File: src/rtl/singles_rr_merge.sv
// Round-robin merge of FWFT singles streams into one registered output; 1-cycle latency.
// Backpressure: out_ready=0 with a held word stalls enabled inputs; disabled inputs drain every cycle.
module singles_rr_merge #(
    parameter int NMODULES = 4,
    parameter int LENGTH   = 128,
    parameter int CNT_W    = 32
) (
    input  logic                         clk,
    input  logic                         rst_n,
    input  logic [LENGTH*NMODULES-1:0]   in_data,
    input  logic [NMODULES-1:0]          in_valid,
    output logic [NMODULES-1:0]          in_ready,
    input  logic [NMODULES-1:0]          enable,
    output logic [LENGTH-1:0]            out_data,
    output logic                         out_valid,
    input  logic                         out_ready,
    input  logic                         cnt_clear,
    output logic [CNT_W*NMODULES-1:0]    fwd_count,
    output logic [CNT_W*NMODULES-1:0]    drop_count
);

    localparam int PTR_W = (NMODULES > 1) ? $clog2(NMODULES) : 1;

    logic [1:0]                    r_rst_sync;
    logic                          w_rst_int_n;
    logic [PTR_W-1:0]              r_ptr;
    logic                          r_out_vld;
    logic [LENGTH-1:0]             r_out_dat;
    logic [CNT_W*NMODULES-1:0]     r_fwd_cnt;
    logic [CNT_W*NMODULES-1:0]     r_drop_cnt;

    logic [NMODULES-1:0]           w_cand;
    logic                          w_gnt_vld;
    logic [PTR_W-1:0]              w_gnt_idx;
    logic [PTR_W-1:0]              w_scan;
    logic [PTR_W-1:0]              w_ptr_nxt;
    logic [LENGTH-1:0]             w_gnt_dat;
    logic                          w_load;
    logic                          w_xfer;

    // Assertion is immediate; deassertion is retimed so all state leaves reset on the same edge.
    always_ff @(posedge clk or negedge rst_n) begin
        if (!rst_n) begin
            r_rst_sync <= 2'b00;
        end else begin
            r_rst_sync <= {r_rst_sync[0], 1'b1};
        end
    end

    assign w_rst_int_n = r_rst_sync[1];

    assign w_cand = in_valid & enable;
    assign w_load = ~r_out_vld | out_ready;
    assign w_xfer = w_load & w_gnt_vld;

    always_comb begin
        w_gnt_vld = 1'b0;
        w_gnt_idx = '0;
        w_scan    = '0;
        for (int i = 0; i < NMODULES; i++) begin
            w_scan = PTR_W'((int'(r_ptr) + i) % NMODULES);
            if (!w_gnt_vld && w_cand[w_scan]) begin
                w_gnt_vld = 1'b1;
                w_gnt_idx = w_scan;
            end
        end
    end

    assign w_ptr_nxt = (w_gnt_idx == PTR_W'(NMODULES - 1)) ? '0 : w_gnt_idx + PTR_W'(1);

    always_comb begin
        in_ready  = '0;
        w_gnt_dat = '0;
        for (int k = 0; k < NMODULES; k++) begin
            if (w_gnt_idx == PTR_W'(k)) begin
                w_gnt_dat = in_data[k*LENGTH +: LENGTH];
            end
            if (enable[k]) begin
                in_ready[k] = w_rst_int_n & w_xfer & (w_gnt_idx == PTR_W'(k));
            end else begin
                in_ready[k] = w_rst_int_n;
            end
        end
    end

    always_ff @(posedge clk or negedge w_rst_int_n) begin
        if (!w_rst_int_n) begin
            r_out_vld <= 1'b0;
            r_out_dat <= '0;
            r_ptr     <= '0;
        end else if (w_load) begin
            r_out_vld <= w_gnt_vld;
            if (w_gnt_vld) begin
                r_out_dat <= w_gnt_dat;
                r_ptr     <= w_ptr_nxt;
            end
        end
    end

    // Clear has priority over any event in the same cycle.
    always_ff @(posedge clk or negedge w_rst_int_n) begin
        if (!w_rst_int_n) begin
            r_fwd_cnt  <= '0;
            r_drop_cnt <= '0;
        end else begin
            for (int k = 0; k < NMODULES; k++) begin
                if (cnt_clear) begin
                    r_fwd_cnt[k*CNT_W +: CNT_W]  <= '0;
                    r_drop_cnt[k*CNT_W +: CNT_W] <= '0;
                end else begin
                    if (in_valid[k] && enable[k] && in_ready[k]) begin
                        r_fwd_cnt[k*CNT_W +: CNT_W] <= r_fwd_cnt[k*CNT_W +: CNT_W] + CNT_W'(1);
                    end
                    if (in_valid[k] && !enable[k]) begin
                        r_drop_cnt[k*CNT_W +: CNT_W] <= r_drop_cnt[k*CNT_W +: CNT_W] + CNT_W'(1);
                    end
                end
            end
        end
    end

    assign out_valid  = r_out_vld;
    assign out_data   = r_out_dat;
    assign fwd_count  = r_fwd_cnt;
    assign drop_count = r_drop_cnt;

endmodule

File: config.mk
export PLATFORM = sky130hd
export DESIGN_NAME = singles_rr_merge
export DESIGN_NICKNAME = d
export VERILOG_FILES = /design/src/rtl/singles_rr_merge.sv
export SDC_FILE = /design/constraint.sdc
export NUM_CORES = 1
export LEC_CHECK = 0
export ABC_CLOCK_PERIOD_IN_PS = 11600
export CAP_MARGIN = 5
export CORE_AREA = 2 2 360 362
export CTS_BUF_LIST = sky130_fd_sc_hd__clkbuf_4 sky130_fd_sc_hd__clkbuf_8
export DETAILED_ROUTE_END_ITERATION = 10
export DIE_AREA = 0 0 362 364
export PLACE_DENSITY_LB_ADDON = 0.3
export SYNTH_ARGS = -nofsm -noshare
export SYNTH_HDL_FRONTEND = slang
export SYNTH_SLANG_ARGS = --single-unit
File: constraint.sdc
create_clock -name clk -period 11.6 [get_ports clk]
set_input_delay 1.16 -clock clk [delete_from_list [all_inputs] [get_ports clk]]
set_output_delay 1.16 -clock clk [all_outputs]
set_load 0.005 [all_outputs]
==> parameters.txt, run 1 <==
Parameter                              Value

Run status
  Outcome ... completed

Place
  IO buf count ... 912
  Placed Instances ... 4970
  Placement-stage cell area ... 32800 um2
  Routability cong. ... 0.930
  Sum of net half-perimeters after detailed placement ... 99400 um

Timing
  Number of hold violations in the final report ... 0
  Slew Limit Fails ... 0
  Headroom to the max-slew limit ... 21.4%
  Final period util ... 53.0%
  Clock Skew ... 63.2 ps
  Setup TNS ... 0 ps
  RSZ-0062 raised after global routing ... no
  Max frequency ... 163 MHz
  Slew at the pin with the worst max-slew slack ... 1180 ps
  Final setup fails ... 0
  Min cycle time layout ... 6150 ps

Route
  Residual antenna-violating net count after detailed routing ... 0
  Remaining DRCs ... 0
  Number of DRC violations after detailed-routing iteration 0 ... 1566
  Vias per cell ... 4.44
  Routed wire length per instance ... 24.6 um
  Via Count ... 22700
  Routed wire length ... 126000 um
  Pre-Repair DR Iteration Count ... 5

Worst setup path
  Critical path launch point type ... input port
  Type of element capturing the critical path ... output pin
  Worst-path maximum fanout ... 36
  CP Class ... input port to output pin
  Data arrival time of the worst path ... 4990 ps
  Required arrival time at the worst endpoint ... 10440 ps

Global route
  Pin count of the biggest net entering global routing ... 191
  Via count of the first global-routing pass ... 22800
  Grt total ovfl ... 0
  Total GRT Usage ... 18.4%
  Number of antenna violations at the first check in global routing ... 34
  First-pass GRT wire length ... 174000 um

Finish
  Fraction of layout cells with a size suffix above 1 ... 5.72%
  Layout Area Growth over Synthesis ... 57.9%
  Design area ... 34600 um2
  Most common library cell in the layout ignoring fill and taps ... clkdlybuf4s50_1
  Final non-filler cell total ... 5126
  Total of fill cells in the finished design ... 13800
  Leading cell types in the layout, fill and taps excluded ... clkdlybuf4s50_1, dfrtp_1, nand2_1
  Final layout net count ... 3919

Power and ir drop
  Clock power frac ... 35.6%
  Psw ... 0.00158 W
  Sw Ratio ... 33.9%
  Cell area power density ... 135 nW/um2
  Combinational fraction of design power ... 30.0%
  Cell-internal power ... 0.00308 W
  VDD IR-drop max ... 79.9 uV
  Seq pwr share ... 34.3%
  Leakage ... 12.6 nW
  Tot Pwr ... 0.00466 W

Logic synthesis
  Register area share after synthesis ... 44.4%
  Number of distinct standard cells referenced by the synthesized netlist ... 45
  Yosys warns ... 0
  Number of nets in the synthesized netlist ... 3076
  Post-synth design cell area ... 21900 um2
  Dominant register cell in the synthesized netlist ... dfrtp_1
  Seq cells post-synth ... 389
  Fraction of synthesis flops using an asynchronous set or reset pin ... 100%
  Synth Area per Inst ... 8.63 um2
  Number of enable flip-flop cells after synthesis ... 0
  Post-synthesis instance total ... 2540

Clock network
  Clock latency on the worst-skew pair ... 770 ps
  Resized Gates After CTS ... 0
  Clock-pin slew on the worst setup and hold paths ... 60 ps
  Post-CTS repair timing setup buffer count ... 0
  CTS root buf ... clkbuf_8
  CTS H-Tree Depth ... 3
  Hold bufs inserted after CTS ... 0
  CTS tree ... built
  Number of buffers created by CTS ... 86
  Number of clock sinks ... 389
  Largest buffer count on any clock path ... 3

Die
  Core box area ... 128000 um2
  Number of standard-cell rows in the floorplan ... 132
  Die extent in y ... 364 um
  Chip width ... 362 um
  Starting utilization of the core area ... 17.1%
  Number of primary I/O pins ... 913
  Full die area ... 132000 um2

Flow run
  Max-cap violations ... 0

Hold path
  HP Class ... flop to flop
-- area by class of cell --
| class | count | area [um2] | share of cell area [%] |
|---|---|---|---|
| Antenna cell | 7 | 17.5 | 0.0506 |
| Tap cell | 1675 | 2100 | 6.06 |
| Multi-Input combinational cell | 1940 | 11400 | 33.1 |
| Sequential cell | 389 | 9740 | 28.1 |
| Clock inverter | 13 | 120 | 0.347 |
| Clock buffer | 136 | 1700 | 4.90 |
| Timing Repair Buffer | 940 | 9380 | 27.1 |
| Inverter | 26 | 97.6 | 0.282 |
-- stage by stage --
step	hold WS, ps	util (%)	worst slack, ps
after CTS	344	26.9	5400
after floorplan	331	-	4490
after global routing	343	27.0	5290
final	345	27.0	5450
after detailed placement	338	25.5	5410
after global placement	334	25.5	5370
-- power groups by stage --
stage               combinational [W]  sequential [W]  clock [W]
floorplan                    0.000503         0.00162          0
global placement              0.00142         0.00162          0
detailed placement            0.00142         0.00162          0
CTS                           0.00143         0.00160    0.00174
global route                  0.00149         0.00162    0.00180
finish                        0.00140         0.00160    0.00166
-- worst max-delay path, stage by stage --
cell             delay, ps
clkdlybuf4s50_1        790
and2_1                 230
o21ai_0                 80
a221oi_1               800
ha_4                   550
nand2_1                 90
a21boi_0               610
clkdlybuf4s50_1        640
-- synthesized netlist by cell type, types with 15 or more instances --
library cell / n / area (um2)
o21ai_0: 31 / 155
xnor2_1: 98 / 858
or3_1: 30 / 188
nand3b_1: 131 / 983
buf_1: 15 / 56.3
o21a_1: 129 / 968
and3_1: 37 / 231
clkbuf_1: 168 / 631
nand2_1: 355 / 1330
nor3_1: 44 / 220
xor2_1: 115 / 1010
nor2_1: 236 / 886
nand4_1: 78 / 488
o211ai_1: 128 / 961
nor4_1: 44 / 275
inv_1: 26 / 97.6
a21oi_1: 290 / 1450
and4_1: 27 / 236
dfrtp_1: 389 / 9730
nand3_1: 81 / 405
-- layer usage --
layer  GRT usage, %  share of wire [%]  vias up
li1               -                  -    10700
met2           32.1                 50      809
met1           20.0                 38    11000
met3           5.39                7.1      218
met4           10.5                5.6       14
met5              0              0.072        -
-- path summary, 6_finish.rpt --
check                      cells after the start     startpoint             to  slack, ps
setup / recovery                               8      enable[3]    in_ready[1]       5450
hold / removal                                 0  r_rst_sync[0]  r_rst_sync[1]        350
setup reg to reg                              11       r_ptr[1]  out_data[104]       7430
hold reg to reg                                0  r_rst_sync[0]  r_rst_sync[1]        350
max in group asynchronous                      2  r_rst_sync[1]   out_data[65]       9220
min in group asynchronous                      0  r_rst_sync[1]  fwd_count[78]        450
-- flip-flops by register name, indices dropped and copies added (netlist names) --
name / count
out_data: 128
r_rst_sync: 2
r_ptr: 2
out_valid: 1
drop_count: 128
fwd_count: 128
-- cells by family (layout without fill, tap and decap cells) --
family                     count (synthesis)  in the layout  share of synthesized area (%)
and+or+nand+nor                         1115           1115                           25.7
AOI/OAI and AO/OA                        587            587                           16.5
other                                      1              8                         0.0171
xor gates and xnor gates                 213            213                           8.51
adders and majority gates                 12             12                          0.685
buffers and inverters                    211           1115                           3.63
DFF                                      389            389                           44.4
muxes                                     12             12                          0.571
Note: power is estimated with default switching activity, not from simulation.
==> run 2: changes to the inputs <==
--- a/config.mk
+++ b/config.mk
@@ -5,7 +5,7 @@
 export SDC_FILE = /design/constraint.sdc
 export NUM_CORES = 1
 export LEC_CHECK = 0
-export ABC_CLOCK_PERIOD_IN_PS = 11600
+export ABC_CLOCK_PERIOD_IN_PS = 5900
 export CAP_MARGIN = 5
 export CORE_AREA = 2 2 360 362
 export CTS_BUF_LIST = sky130_fd_sc_hd__clkbuf_4 sky130_fd_sc_hd__clkbuf_8
==> constraint.sdc (replaced) <==
create_clock -name clk -period 5.9 [get_ports clk]
set_input_delay 0.59 -clock clk [delete_from_list [all_inputs] [get_ports clk]]
set_output_delay 0.59 -clock clk [all_outputs]
set_load 0.005 [all_outputs]
==> run 2 against run 1 <==
Compared with the run above: sequential power is 95% higher; clock power is 92% higher; register-to-register slack worse by 5400 ps; clock skew is 20 ps lower; non-clock buffer count is 11 higher; design area is 0.23% higher; critical endpoint unchanged; critical path depth is 1 higher; cell count is 0.21% higher; hold slack worse by 45 ps; global-route usage is 0.087 points higher; total power is 96% higher; critical path type unchanged; utilization is 0.062 points higher.
==> parameters.txt, run 2 (synthesized netlist as in run 1, its figures left out) <==
Parameter                              Value

Worst setup path
  Slack of the worst reg-to-reg path ... 1990 ps
  Data arrival time of the worst path ... 4250 ps
  CP Class ... input port to output pin
  Type of element capturing the critical path ... output pin
  Critical path's largest stage delay ... 760 ps
  Critical path launch point type ... input port
  Required arrival time at the worst endpoint ... 5310 ps
  Worst-path maximum fanout ... 20
  Library cell contributing the largest single delay on the critical path ... a221oi_1
  Sequence of cells on the critical path ... clkdlybuf4s50_1 -> nand2_1 -> o21ai_0 -> nor2b_1 -> a221oi_1 -> ha_4 -> nand2_1 -> a21boi_0 -> clkdlybuf4s50_1

Finish
  Fraction of layout cells with a size suffix above 1 ... 5.77%
  Final non-filler cell total ... 5137
  Total of fill cells in the finished design ... 13800
  Design area ... 34700 um2
  Leading cell types in the layout, fill and taps excluded ... clkdlybuf4s50_1, dfrtp_1, nand2_1
  Register area ... 9740 um2
  Footprint of the multi-input gates ... 11400 um2
  Most common library cell in the layout ignoring fill and taps ... clkdlybuf4s50_1
  Final layout net count ... 3927
  Layout Area Growth over Synthesis ... 58.2%
  Fraction of the core area covered by cells at the end of the flow ... 27.0%

Route
  Pre-Repair DR Iteration Count ... 5
  Remaining DRCs ... 0
  Number of DRC violations after detailed-routing iteration 0 ... 1453
  Routed wire length per instance ... 24.6 um
  Via Count ... 22800
  Routed wire length ... 127000 um
  Vias per cell ... 4.45
  Residual antenna-violating net count after detailed routing ... 0

Place
  Sum of net half-perimeters after detailed placement ... 101000 um
  Placed Instances ... 4980
  Routability cong. ... 0.963
  Placement-stage cell area ... 32900 um2
  IO buf count ... 912

Timing
  Headroom to the max-slew limit ... 27.6%
  Final setup fails ... 0
  Setup TNS ... 0 ps
  Slew Limit Fails ... 0
  Number of hold violations in the final report ... 0
  Final period util ... 82.0%
  Min cycle time layout ... 4840 ps
  Slew at the pin with the worst max-slew slack ... 1080 ps
  Max frequency ... 207 MHz
  RSZ-0062 raised after global routing ... no
  Clock Skew ... 43.2 ps

Die
  Starting utilization of the core area ... 17.1%
  Core box area ... 128000 um2
  Die extent in y ... 364 um
  Full die area ... 132000 um2
  Number of standard-cell rows in the floorplan ... 132
  Number of primary I/O pins ... 913
  Chip width ... 362 um

Global route
  Pin count of the biggest net entering global routing ... 155
  Number of antenna violations at the first check in global routing ... 34
  Via count of the first global-routing pass ... 22700
  Total GRT Usage ... 18.5%
  First-pass GRT wire length ... 174000 um
  Grt total ovfl ... 0

Power and ir drop
  Cell area power density ... 263 nW/um2
  VDD IR-drop max ... 130 uV
  Leakage ... 12.7 nW

Clock network
  CTS H-Tree Depth ... 3
  Post-CTS repair timing setup buffer count ... 0
  CTS root buf ... clkbuf_8
  Largest buffer count on any clock path ... 3
  Number of buffers created by CTS ... 83
  Clock-pin slew on the worst setup and hold paths ... 60 ps
  Hold bufs inserted after CTS ... 1
  CTS tree ... built
  Resized Gates After CTS ... 0
  Clock latency on the worst-skew pair ... 760 ps
  Number of clock sinks ... 389

Run status
  Outcome ... completed

Flow run
  Max-cap violations ... 0

Hold path
  HP Class ... flop to async pin
==> run 2: changes by cell type in the layout (fill, tap and decap cells not counted), moves of 3 or more <==
cell | previous run | this run
diode_2 | 7 | 15
buf_4 | 25 | 31
clkbuf_4 | 28 | 22
clkbuf_8 | 109 | 103
buf_12 | 3 | 7
clkinv_2 | 6 | 9
==> run 2: worst paths after layout <==
check / from / end / depth (start not counted)
min in group clk: r_rst_sync[0] / r_rst_sync[1] / 0
worst min register to register: r_rst_sync[1] / fwd_count[78] / 0
worst max-delay path: enable[0] / in_ready[1] / 9
worst min-delay path: r_rst_sync[1] / fwd_count[78] / 0
max in group asynchronous: r_rst_sync[1] / out_data[44] / 2
worst max register to register: r_ptr[1] / out_data[119] / 12
==> run 2: final cells by class <==
cell class,count,area share (%)
multi-input combinational,1940,33.0
sequential,389,28.1
timing repair buffer,951,27.4
tap,1675,6.04
clock buffer,124,4.52
clock inverter,17,0.498
inverter,26,0.281
antenna,15,0.108
==> run 2: metrics by stage <==
stage	power [W]	hold slack [ps]	setup slack [ps]
3_3_place_gp	0.00604	326	899
5_1_grt	0.00960	349	844
6_report	0.00913	301	1060
3_5_place_dp	0.00605	330	944
4_1_cts	0.00935	318	950
2_1_floorplan	0.00418	294	817
==> run 2: power by group <==
group | switching, W | internal [W]
combinational | 0.00156 | 0.00126
sequential | 0.000182 | 0.00294
clock | 0.00140 | 0.00179
total | 0.00314 | 0.00599
==> run 2: per-layer routing <==
metal | track usage, % | vias up | share of wire (%)
li1 | - | 10700 | -
met1 | 19.8 | 11100 | 36
met2 | 31.6 | 884 | 49
met3 | 5.85 | 202 | 8.0
met4 | 12.0 | 8 | 6.7
met5 | 0 | - | 0.030
==> run 2: critical path, delay by kind of cell <==
family / cells / cell delay, ps
AO/OA/AOI/OAI: 3 / 1300
adder cells (fa/ha/maj): 1 / 480
buffers and inverters: 2 / 1280
AND/OR/NAND/NOR: 3 / 580
==> run 3: changes to the inputs <==
--- a/config.mk
+++ b/config.mk
@@ -5,7 +5,7 @@
 export SDC_FILE = /design/constraint.sdc
 export NUM_CORES = 1
 export LEC_CHECK = 0
-export ABC_CLOCK_PERIOD_IN_PS = 5900
+export ABC_CLOCK_PERIOD_IN_PS = 4500
 export CAP_MARGIN = 5
 export CORE_AREA = 2 2 360 362
 export CTS_BUF_LIST = sky130_fd_sc_hd__clkbuf_4 sky130_fd_sc_hd__clkbuf_8
==> constraint.sdc (replaced) <==
create_clock -name clk -period 4.5 [get_ports clk]
set_input_delay 0.45 -clock clk [delete_from_list [all_inputs] [get_ports clk]]
set_output_delay 0.45 -clock clk [all_outputs]
set_load 0.005 [all_outputs]
==> run 3 against run 2 <==
Compared with the run above: via count fell by 0.50%; die area did not move; non-clock buffer count rose by 31; setup slack got worse by 550 ps; hold slack improved by 42 ps; critical path depth rose by 1; first-iteration DRC count rose by 15%; largest cell class unchanged; highest routed layer unchanged.
==> parameters.txt, run 3 (synthesized netlist as in run 1, its figures left out) <==
Parameter                              Value

Power and ir drop
  Cell area power density ... 349 nW/um2
  Leakage ... 13.1 nW
  VDD IR-drop max ... 186 uV
  Psw ... 0.00410 W
  Seq pwr share ... 33.5%
  Sw Ratio ... 33.3%
  Combinational fraction of design power ... 30.3%
  Cell-internal power ... 0.00822 W
  Clock power frac ... 36.2%

Clock network
  Number of clock sinks ... 389
  CTS tree ... built
  Number of buffers created by CTS ... 84
  Clock latency on the worst-skew pair ... 780 ps
  Post-CTS repair timing setup buffer count ... 0
  Clock-pin slew on the worst setup and hold paths ... 60 ps
  CTS H-Tree Depth ... 3
  Resized Gates After CTS ... 0
  Largest buffer count on any clock path ... 3
  CTS root buf ... clkbuf_8

Worst setup path
  Worst-path maximum fanout ... 57
  CP Class ... input port to output pin
  Required arrival time at the worst endpoint ... 4050 ps
  Data arrival time of the worst path ... 3540 ps
  Cells on worst reg2reg path ... 11
  Type of element capturing the critical path ... output pin
  Critical path launch point type ... input port

Die
  Full die area ... 132000 um2
  Core box area ... 128000 um2
  Number of primary I/O pins ... 913
  Chip width ... 362 um
  Starting utilization of the core area ... 17.1%
  Number of standard-cell rows in the floorplan ... 132
  Die extent in y ... 364 um

Finish
  Leading cell types in the layout, fill and taps excluded ... clkdlybuf4s50_1, dfrtp_1, nand2_1
  Final layout net count ... 3959
  Layout Area Growth over Synthesis ... 61.3%
  Final non-filler cell total ... 5168
  Fraction of layout cells with a size suffix above 1 ... 7.26%
  Most common library cell in the layout ignoring fill and taps ... clkdlybuf4s50_1

Place
  Placed Instances ... 5011
  IO buf count ... 912
  Routability cong. ... 0.888
  Sum of net half-perimeters after detailed placement ... 100000 um
  Worst slack at placement ... 296 ps

Timing
  RSZ-0062 raised after global routing ... no
  Slew Limit Fails ... 0
  Clock Skew ... 36.0 ps
  Setup TNS ... 0 ps
  Final worst-path setup slack ... 512 ps
  Slew at the pin with the worst max-slew slack ... 944 ps
  Headroom to the max-slew limit ... 36.5%
  Final setup fails ... 0
  Number of hold violations in the final report ... 0
  Final period util ... 88.6%
  Min cycle time layout ... 3990 ps
  Max frequency ... 251 MHz

Global route
  Via count of the first global-routing pass ... 22500
  Pin count of the biggest net entering global routing ... 147
  First-pass GRT wire length ... 173000 um
  Total GRT Usage ... 18.4%
  Grt total ovfl ... 0
  Number of antenna violations at the first check in global routing ... 23

Route
  Remaining DRCs ... 0
  Residual antenna-violating net count after detailed routing ... 0
  Number of DRC violations after detailed-routing iteration 0 ... 1665
  Pre-Repair DR Iteration Count ... 5
  Via Count ... 22700
  Routed wire length ... 125000 um
  Routed wire length per instance ... 24.3 um
  Vias per cell ... 4.40

Flow run
  Max-cap violations ... 0

Run status
  Outcome ... completed

Hold path
  HP Class ... flop to async pin
## run 3: cell count changes in the layout (fill, tap and decap cells not counted), sizes merged
cell      delta
buf         +31
clkinvlp     -2
clkinv       -5
clkbuf      +12
inv          -1
diode        -7
bufinv       +3
## run 3: metal layers
| metal | vias up | track usage [%] | part of all wire (%) |
|---|---|---|---|
| li1 | 10800 | - | - |
| met5 | - | 0 | 0.042 |
| met2 | 771 | 31.2 | 48 |
| met3 | 155 | 6.03 | 7.6 |
| met1 | 11000 | 21.3 | 40 |
| met4 | 8 | 7.43 | 3.9 |
## run 3: cell type report
type / count / area [um2]
repair buffers: 982 / 9870
diodes: 8 / 20.0
well taps: 1675 / 2100
inverters: 26 / 97.6
multi-input cells: 1940 / 11600
clock inverters: 12 / 204
fillers: 13700 / 93000
clock buffers: 136 / 1680
flip-flops and latches: 389 / 9740
## run 3: repair_timing
item | CTS | global route
endpoints found under the hold margin | 2 | 0
endpoints found under the setup margin | 0 | 0
hold buffers | 1 | 0
## run 3: critical path, cell delays in order
cell	delay [ps]
clkdlybuf4s50_1	790
nand2_1	250
o21a_1	230
o22a_1	260
inv_1	170
ha_4	170
buf_12	210
nand2_1	70
a21boi_0	270
clkdlybuf4s50_1	650
## run 3: worst paths after layout
kind | endpoint | startpoint | slack, ps
max | in_ready[0] | enable[0] | 510
min | fwd_count[82] | r_rst_sync[1] | 340
max reg2reg | fwd_count[30] | r_ptr[1] | 1300
min reg2reg | fwd_count[82] | r_rst_sync[1] | 340
max in group asynchronous | fwd_count[111] | r_rst_sync[1] | 2060
min in group clk | out_data[13] | in_data[397] | 350
## run 3: per-stage QoR
stage                     util, %  hold WS, ps  power, W  instance area, um2
after global routing         27.5          298    0.0129               35300
after global placement       26.1          331   0.00798               33400
after floorplan                 -          154   0.00548               22100
final                        27.5          343    0.0123               35300
after CTS                    27.5          233    0.0126               35300
after detailed placement     26.1          336   0.00800               33400
## run 3: power groups by stage
| stage | Sequential [W] | Combinational (W) | Clock [W] |
|---|---|---|---|
| finish | 0.00412 | 0.00374 | 0.00446 |
| CTS | 0.00412 | 0.00383 | 0.00466 |
| global route | 0.00417 | 0.00399 | 0.00479 |
| detailed placement | 0.00419 | 0.00382 | 0 |
| floorplan | 0.00418 | 0.00130 | 0 |
| global placement | 0.00418 | 0.00380 | 0 |
